<file path="src/rtl/next_gcd.sv">
// next_gcd: subtractive GCD FSM with four-phase Go/Done handshake (optional Zero_err via NEXT_GCD_ZERO_FLAG_EN)
module next_gcd (
  input  logic       clk,
  input  logic       rst,
  input  logic [4:0] X,
  input  logic [4:0] Y,
  input  logic       Go,
  output logic       Done,
  output logic [4:0] A,
  output logic [4:0] B
`ifdef NEXT_GCD_ZERO_FLAG_EN
  ,
  output logic       Zero_err
`endif
);
  localparam logic [1:0] IDLE = 2'd0;
  localparam logic [1:0] CALC = 2'd1;
  localparam logic [1:0] DONE = 2'd2;
  logic [1:0] state_q, state_d;
  logic [4:0] a_q, a_d, b_q, b_d;
  // Next-state and datapath: load on accept, one subtraction per CALC edge, hold in DONE until Go drops
  always_comb begin
    state_d = state_q;
    a_d = a_q;
    b_d = b_q;
    case (state_q)
      IDLE: if (Go) begin
        a_d = X;
        b_d = Y;
        state_d = CALC;
      end
      CALC: if (a_q == 5'd0 || b_q == 5'd0) begin
        a_d = a_q | b_q;
        b_d = a_q | b_q;
        state_d = DONE;
      end else if (a_q == b_q) state_d = DONE;
      else if (a_q > b_q) a_d = a_q - b_q;
      else b_d = b_q - a_q;
      DONE: state_d = Go ? DONE : IDLE;
      default: state_d = IDLE;
    endcase
  end
  // State and working registers
  always_ff @(posedge clk) begin
    if (rst) begin
      state_q <= IDLE;
      a_q <= 5'd0;
      b_q <= 5'd0;
    end else begin
      state_q <= state_d;
      a_q <= a_d;
      b_q <= b_d;
    end
  end
  assign Done = state_q == DONE;
  assign A = a_q;
  assign B = b_q;
`ifdef NEXT_GCD_ZERO_FLAG_EN
  logic zero_q, zero_d;
  // Zero-operand flag captured on each accept
  always_comb zero_d = (state_q == IDLE && Go) ? (X == 5'd0 || Y == 5'd0) : zero_q;
  // Flag register
  always_ff @(posedge clk) zero_q <= rst ? 1'b0 : zero_d;
  assign Zero_err = zero_q;
`endif
endmodule

</file>
<file path="config.mk">
export PLATFORM = sky130hd
export DESIGN_NAME = next_gcd
export DESIGN_NICKNAME = d
export VERILOG_FILES = /design/src/rtl/next_gcd.sv
export SDC_FILE = /design/constraint.sdc
export NUM_CORES = 1
export LEC_CHECK = 0
export BUFFER_PORTS_ARGS = -buffer_cell sky130_fd_sc_hd__clkbuf_2
export CORE_UTILIZATION = 25
export DETAILED_ROUTE_END_ITERATION = 6
export PLACE_DENSITY_LB_ADDON = 0.15
export SLEW_MARGIN = 20
export SYNTH_ARGS = -nofsm -noshare
export SYNTH_HDL_FRONTEND = slang
export SYNTH_SLANG_ARGS = --single-unit
</file>
<file path="constraint.sdc">
create_clock -name clk -period 2.1 [get_ports clk]
set_input_delay 0.21 -clock clk [delete_from_list [all_inputs] [get_ports clk]]
set_output_delay 0.21 -clock clk [all_outputs]
set_load 0.005 [all_outputs]
</file>
==> run metrics, run 1 <==
status=finished clean; number of diodes=0; first-pass GRT wire length=approximately 6100 um; Worst Skew=6.06 ps; commonest non-fill, non-tap cells in the layout=clkbuf_2, buf_4, ha_1; Min Hold Slack=199 ps; P_leak=0.718 nW; H-tree lvl count=1; Layout Nets=223; Slew @ Worst Pin=roughly 470 ps; Rel. slew slack=68.4%; Reg area=249 sq um; cell area power density=~1800 nW/um^2; CTS Buf Count=3; routing usage on met3=1.83%; Global Route met1 Usage=21.3%; Setup CP Type=reg2reg; gr ovfl total=0; Via density=4.96; CTS tree=built; Die Ht=71.3 um; cell count after synthesis=147; routability cong.=0.852; grt peak-use layer=met2; Post-route DRC=0; Cell Rows=24; vias=1215; Clock Path Buffers=2; Synth Cell Area=1200 sq um; Yosys Warn Count=0; die area=a little over 5000 sq um; Async SR Flop Fraction=0%; fmax=between 400 and 500 MHz; combinational share of power=77.7%; CP endpoint kind=flop; post-route cell area=1690 sq um; IO Pins=24; vias in the first global route=between 1k and 1.5k; multi-input combinational cell area=976 sq um; worst hold path type=in2reg; router iterations before antenna repair=4; final wirelength=3690 um; layout cells sized above 1=43.0%; sequential area share after synthesis=around 20%; FILL cells=about 490; Max FO, Critical Path=5; Clk pin slew, worst setup/hold paths=about 70 ps; Top FF cell, synth=dfxtp_1; core area=around 4500 sq um; Setup crit start kind=flop; Hold-fix buffers, CTS=0; Tcrit/Tclk final=99.2%; number of synthesized flops with an enable pin=0; Synth Register Bits=12; root buf cell=clkbuf_8; pins over their slew limit=0; Sw Ratio=between 40% and 50%; Max Cap Viol=0; initial antenna violation count=0; internal power=about 1.7 mW; Clk pwr share=8.9%; Cell Area, Placed=1550 sq um; Port Buffer Count=23; Final min period=about 2100 ps; Post-Syn Area per Cell=8.16 sq um; initial core utilization=26.8%; die width=just over 70 um; crit path DAT=roughly 2200 ps; Final HPWL DP=2980 um; worst vdd ir=531 uV; clk_lat worst skew=250 ps; routed len/inst=around 15 um; largest net degree at the start of global routing=12; Reg power frac=a little over an eighth; final hold vios=0; Netlist cell types=45; GRT Util Overall=15.6%; CP required=about 2300 ps; Initial DRC Count=28; net count after synthesis=176; met2 global-route usage=26.2%; CTS Sinks=12; NetSw=~1.4 mW; Area Overhead vs Synth=40.5%; antenna-violating nets left=0; Final setup viols=0; RSZ-0062 raised after global routing=true
## power by group through the flow
stage	combinational, mW	clock (mW)	sequential, mW
5_1_grt	2.65	0.292	0.433
3_5_place_dp	2.20	0	0.416
2_1_floorplan	1.40	0	0.457
6_report	2.41	0.275	0.414
4_1_cts	2.26	0.279	0.412
3_3_place_gp	2.19	0	0.411
## flip-flops by register name, summed over array words and instances, names as in the netlist
register	count
A	5
B	5
state_q	2
## stage by stage
stage	TNS [ps]	total power [mW]	setup WS (ps)	cells	utilization, %
after global placement	0	2.60	22.4	238	34.7
after CTS	0	2.95	13.3	244	36.5
after global routing	-256	3.37	-51.4	245	37.7
after floorplan	-23.2	1.86	-11.5	147	-
final	0	3.10	17.7	245	37.7
after detailed placement	0	2.61	8.68	238	34.7
## timing repair
| action | CTS | global route |
|---|---|---|
| setup buffers | 2 | 1 |
| pin swaps | 0 | 1 |
| resized for setup | 1 | 9 |
| hold endpoints to repair | 0 | 0 |
| setup endpoints to repair | 3 | 10 |
## synth_stat cells, drive strengths merged (2+ instances only)
master   n  area [sq um]
ha      14           175
inv     13          48.8
dfxtp   12           240
a21oi   11          58.8
nand2   10          37.5
nor2    10          37.5
nor2b    6          37.5
mux2i    5          50.1
nor3     5          25.0
o21ai    5          25.0
nand2b   4          25.0
o31ai    4          40.0
a211oi   3          27.5
a31o     3          26.3
a31oi    3          18.8
and2     3          21.3
clkbuf   3          11.3
xnor2    3          26.3
fa       2          40.0
nand4    2          12.5
o211ai   2          15.0
o21bai   2          15.0
o221ai   2          17.5
or2      2          12.5
or3      2          22.5
or4      2          15.0
xor2     2          17.5
## critical path, cell delays in order, from the launching register on
cell     delay (ps)
dfxtp_2         330
inv_2            50
ha_4            240
or3_4           390
or3_4           350
a31o_4          250
and2_4          200
o31ai_2         190
## routing by layer
metal  up-vias  part of all wire (%)
li1        614                     -
met1       571                    48
met2        24                    48
met3         6                   2.4
met4         0                   1.5
met5         -                     0
## area by class of cell
type | instances | share of cell area [%]
Tap cell | 52 | 3.86
Sequential cell | 12 | 14.8
Clock buffer | 4 | 3.27
Inverter | 14 | 3.12
Multi-Input combinational cell | 117 | 57.9
Timing Repair Buffer | 46 | 17.1
## kinds of logic (layout without fill, tap and decap cells)
logic type | count (synthesis) | in the layout | synth area share, %
AO/OA/AOI/OAI | 41 | 41 | 25.0
XOR/XNOR | 5 | 5 | 3.65
adder cells (fa/ha/maj) | 16 | 16 | 17.9
buffers and inverters | 18 | 64 | 6.26
flip-flops | 12 | 12 | 20.0
multiplexers | 5 | 5 | 4.17
AND/OR/NAND/NOR | 50 | 50 | 22.9
## path summary, 6_finish.rpt
| path | to | start | slack [ps] | cells past startpoint |
|---|---|---|---|---|
| worst min-delay path | B[3]$_SDFFE_PP0P_ | Y[3] | 200 | 3 |
| worst max register to register | B[0]$_SDFFE_PP0P_ | A[2]$_SDFFE_PP0P_ | 20 | 7 |
| worst max-delay path | B[0]$_SDFFE_PP0P_ | A[2]$_SDFFE_PP0P_ | 20 | 7 |
| worst min register to register | A[0]$_SDFFE_PP0P_ | A[0]$_SDFFE_PP0P_ | 550 | 2 |
Note: power is estimated with default switching activity, not from simulation.
==> run 2: changes to the inputs <==
--- a/config.mk
+++ b/config.mk
@@ -6,7 +6,7 @@
 export NUM_CORES = 1
 export LEC_CHECK = 0
 export BUFFER_PORTS_ARGS = -buffer_cell sky130_fd_sc_hd__clkbuf_2
-export CORE_UTILIZATION = 25
+export CORE_UTILIZATION = 49
 export DETAILED_ROUTE_END_ITERATION = 6
 export PLACE_DENSITY_LB_ADDON = 0.15
 export SLEW_MARGIN = 20
==> constraint.sdc (replaced) <==
create_clock -name clk -period 1.7 [get_ports clk]
set_input_delay 0.17 -clock clk [delete_from_list [all_inputs] [get_ports clk]]
set_output_delay 0.17 -clock clk [all_outputs]
set_load 0.005 [all_outputs]
==> run metrics, run 2 (synthesized netlist as in run 1, its figures left out) <==
status=finished, violations left; failing checks=negative setup slack; largest net degree at the start of global routing=12 (unchanged); CP required=1850 ps (-410 ps); crit-path max cell delay=400 ps (about the same); initial antenna violation count=0 (unchanged); Via density=5.71 (+15%); met3 wire length=252 um (+180%); Reg area=259 sq um (+4.0%); HP Start=X[3]; critical path's top delay family=simple AND/OR/NAND/NOR gates; antenna-violating nets left=0 (unchanged); Final min period=2210 ps (+126 ps); worst path cell trace=inv_4 > ha_4 > or3_4 > or3_4 > and4_1 > o31ai_1 > a31oi_1; fmax=453 MHz (-5.7%); worst hold path type=in2reg; P_leak=0.857 nW (+19%); FILL cells=141 (-71%); gr ovfl total=0 (unchanged); layout cells sized above 1=55.0% (+12 points); DR WL met2=2230 um (+26%); Met1 Wirelength=1860 um (+4.7%); Tcrit/Tclk final=130% (+31 points); router iterations before antenna repair=4 (unchanged); routability cong.=0.874 (+2.6%); Final WS setup=-508 ps (-526 ps); die width=51.5 um (-28%); TNS Setup=-4260 ps (-4260 ps); Clock Path Buffers=2 (unchanged); R2R depth=7 (unchanged); RSZ-0062 raised after global routing=true; die area=2650 sq um (-48%); Port Buffer Count=23 (unchanged); vias=1417 (+17%); Die Ht=51.5 um (-28%); Area Overhead vs Synth=59.0%; Setup crit start kind=flop; commonest non-fill, non-tap cells in the layout=buf_4, clkbuf_2, nand2_1, nor2_1, ha_1; crit-path most repeated cell=or3_4; Worst Skew=9.96 ps (+3.90 ps); H-tree lvl count=1 (unchanged); Buf/Inv on CP=1 (unchanged); Final HPWL DP=2970 um (-0.18%); Max Cap Viol=0 (unchanged); CTS Buf Count=3 (unchanged); clk_lat worst skew=290 ps (+40 ps); WHS Endpoint=A[3]$_SDFFE_PP0P_; root buf cell=clkbuf_4; cell area power density=2450 nW/um^2 (+33%); pins over their slew limit=0 (unchanged); routed len/inst=18.1 um (+20%); dpl cells=237 (-0.42%); commonest non-fill, non-tap cell in the layout=buf_4; worst vdd ir=1900 uV (+260%); GRT Util Overall=32.9% (+17 points); Cell Rows=17 (-29%); CTS Sinks=12 (unchanged); Hold Path Cell Cnt=3 (unchanged); core area=2250 sq um (-50%); Slowest cell on crit path=dfxtp_4; final wirelength=4490 um (+22%); Clk pin slew, worst setup/hold paths=90 ps (+20 ps); Post-route DRC=0 (unchanged); CP endpoint kind=flop; worst r2r dst=B[3]$_SDFFE_PP0P_; multi-input combinational cell area=1020 sq um (+4.7%); reg2reg start=B[2]$_SDFFE_PP0P_; Final setup viols=12 (+12); initial core utilization=53.2% (+26 points); Max FO, Critical Path=3 (-2); R2R Setup Slk=-510 ps (-530 ps); crit path DAT=2360 ps (+120 ps); Slew @ Worst Pin=392 ps (-80.1 ps); final hold vios=0 (unchanged); DR top layer=met4; vias in the first global route=1360 (+8.7%); Layout Nets=250 (+12%); Setup CP Type=reg2reg; CTS tree=built; Rel. slew slack=73.6% (+5.2 points); non-filler instance count after layout=248 (+1.2%); first-pass GRT wire length=6230 um (+1.4%); Initial DRC Count=37 (+32%); Hold-fix buffers, CTS=0 (unchanged); worst slack, placed=-378 ps (-386 ps); IO Pins=24 (unchanged); number of diodes=0 (unchanged)
## run 2: cell count changes in the layout (fill, tap and decap cells not counted), sizes merged
cell | previous run | this run
buf | 23 | 50
## run 2: metal layers
| layer | track usage, % | vias to the layer above |
|---|---|---|
| met2 | 57.6 | 57 |
| met5 | 0 | - |
| met4 | 12.2 | 0 |
| met1 | 40.6 | 676 |
| li1 | - | 667 |
| met3 | 3.87 | 17 |
## run 2: worst min-delay path, stage by stage
cell	delay [ps]
clkbuf_2	80
nand2_1	50
a311oi_1	80
## run 2: how the worst max path moves through the flow
| stage | slack, ps | end | depth (start not counted) | from |
|---|---|---|---|---|
| after global placement | -330 | A[4]$_SDFFE_PP0P_ | 9 | A[4]$_SDFFE_PP0P_ |
| after global routing | -510 | B[3]$_SDFFE_PP0P_ | 7 | B[2]$_SDFFE_PP0P_ |
| after floorplan | -410 | B[2]$_SDFFE_PP0P_ | 8 | A[2]$_SDFFE_PP0P_ |
| final | -510 | B[3]$_SDFFE_PP0P_ | 7 | B[2]$_SDFFE_PP0P_ |
| after detailed placement | -380 | B[2]$_SDFFE_PP0P_ | 7 | A[2]$_SDFFE_PP0P_ |
| after CTS | -370 | B[2]$_SDFFE_PP0P_ | 7 | A[2]$_SDFFE_PP0P_ |
## run 2: repair_timing
item	in CTS	in global routing
endpoints found under the setup margin	12	12
pin swaps	4	7
resized for setup	7	19
setup buffers	3	4
## run 2: area by class of cell
type / count / area share (%)
Timing Repair Buffer: 73 / 26.1
Inverter: 14 / 3.02
Multi-Input combinational cell: 117 / 53.6
Sequential cell: 12 / 13.6
Tap cell: 28 / 1.84
Clock buffer: 4 / 1.90
## run 2: power by group
| part | internal (mW) | leakage (nW) | switching [mW] |
|---|---|---|---|
| Sequential | 0.425 | 0.103 | 0.141 |
| Clock | 0.130 | 0.0210 | 0.124 |
| Combinational | 1.97 | 0.732 | 1.88 |
## run 2: stage by stage
stage | utilization, % | hold WS [ps] | total power [mW] | cell area [sq um]
6_report | 84.6 | 145 | 4.67 | 1910
5_1_grt | 84.6 | 150 | 4.92 | 1910
4_1_cts | 79.4 | 146 | 4.12 | 1790
3_5_place_dp | 75.6 | 434 | 3.69 | 1710
3_3_place_gp | 75.6 | 422 | 3.60 | 1710
2_1_floorplan | - | 316 | 2.34 | 1250
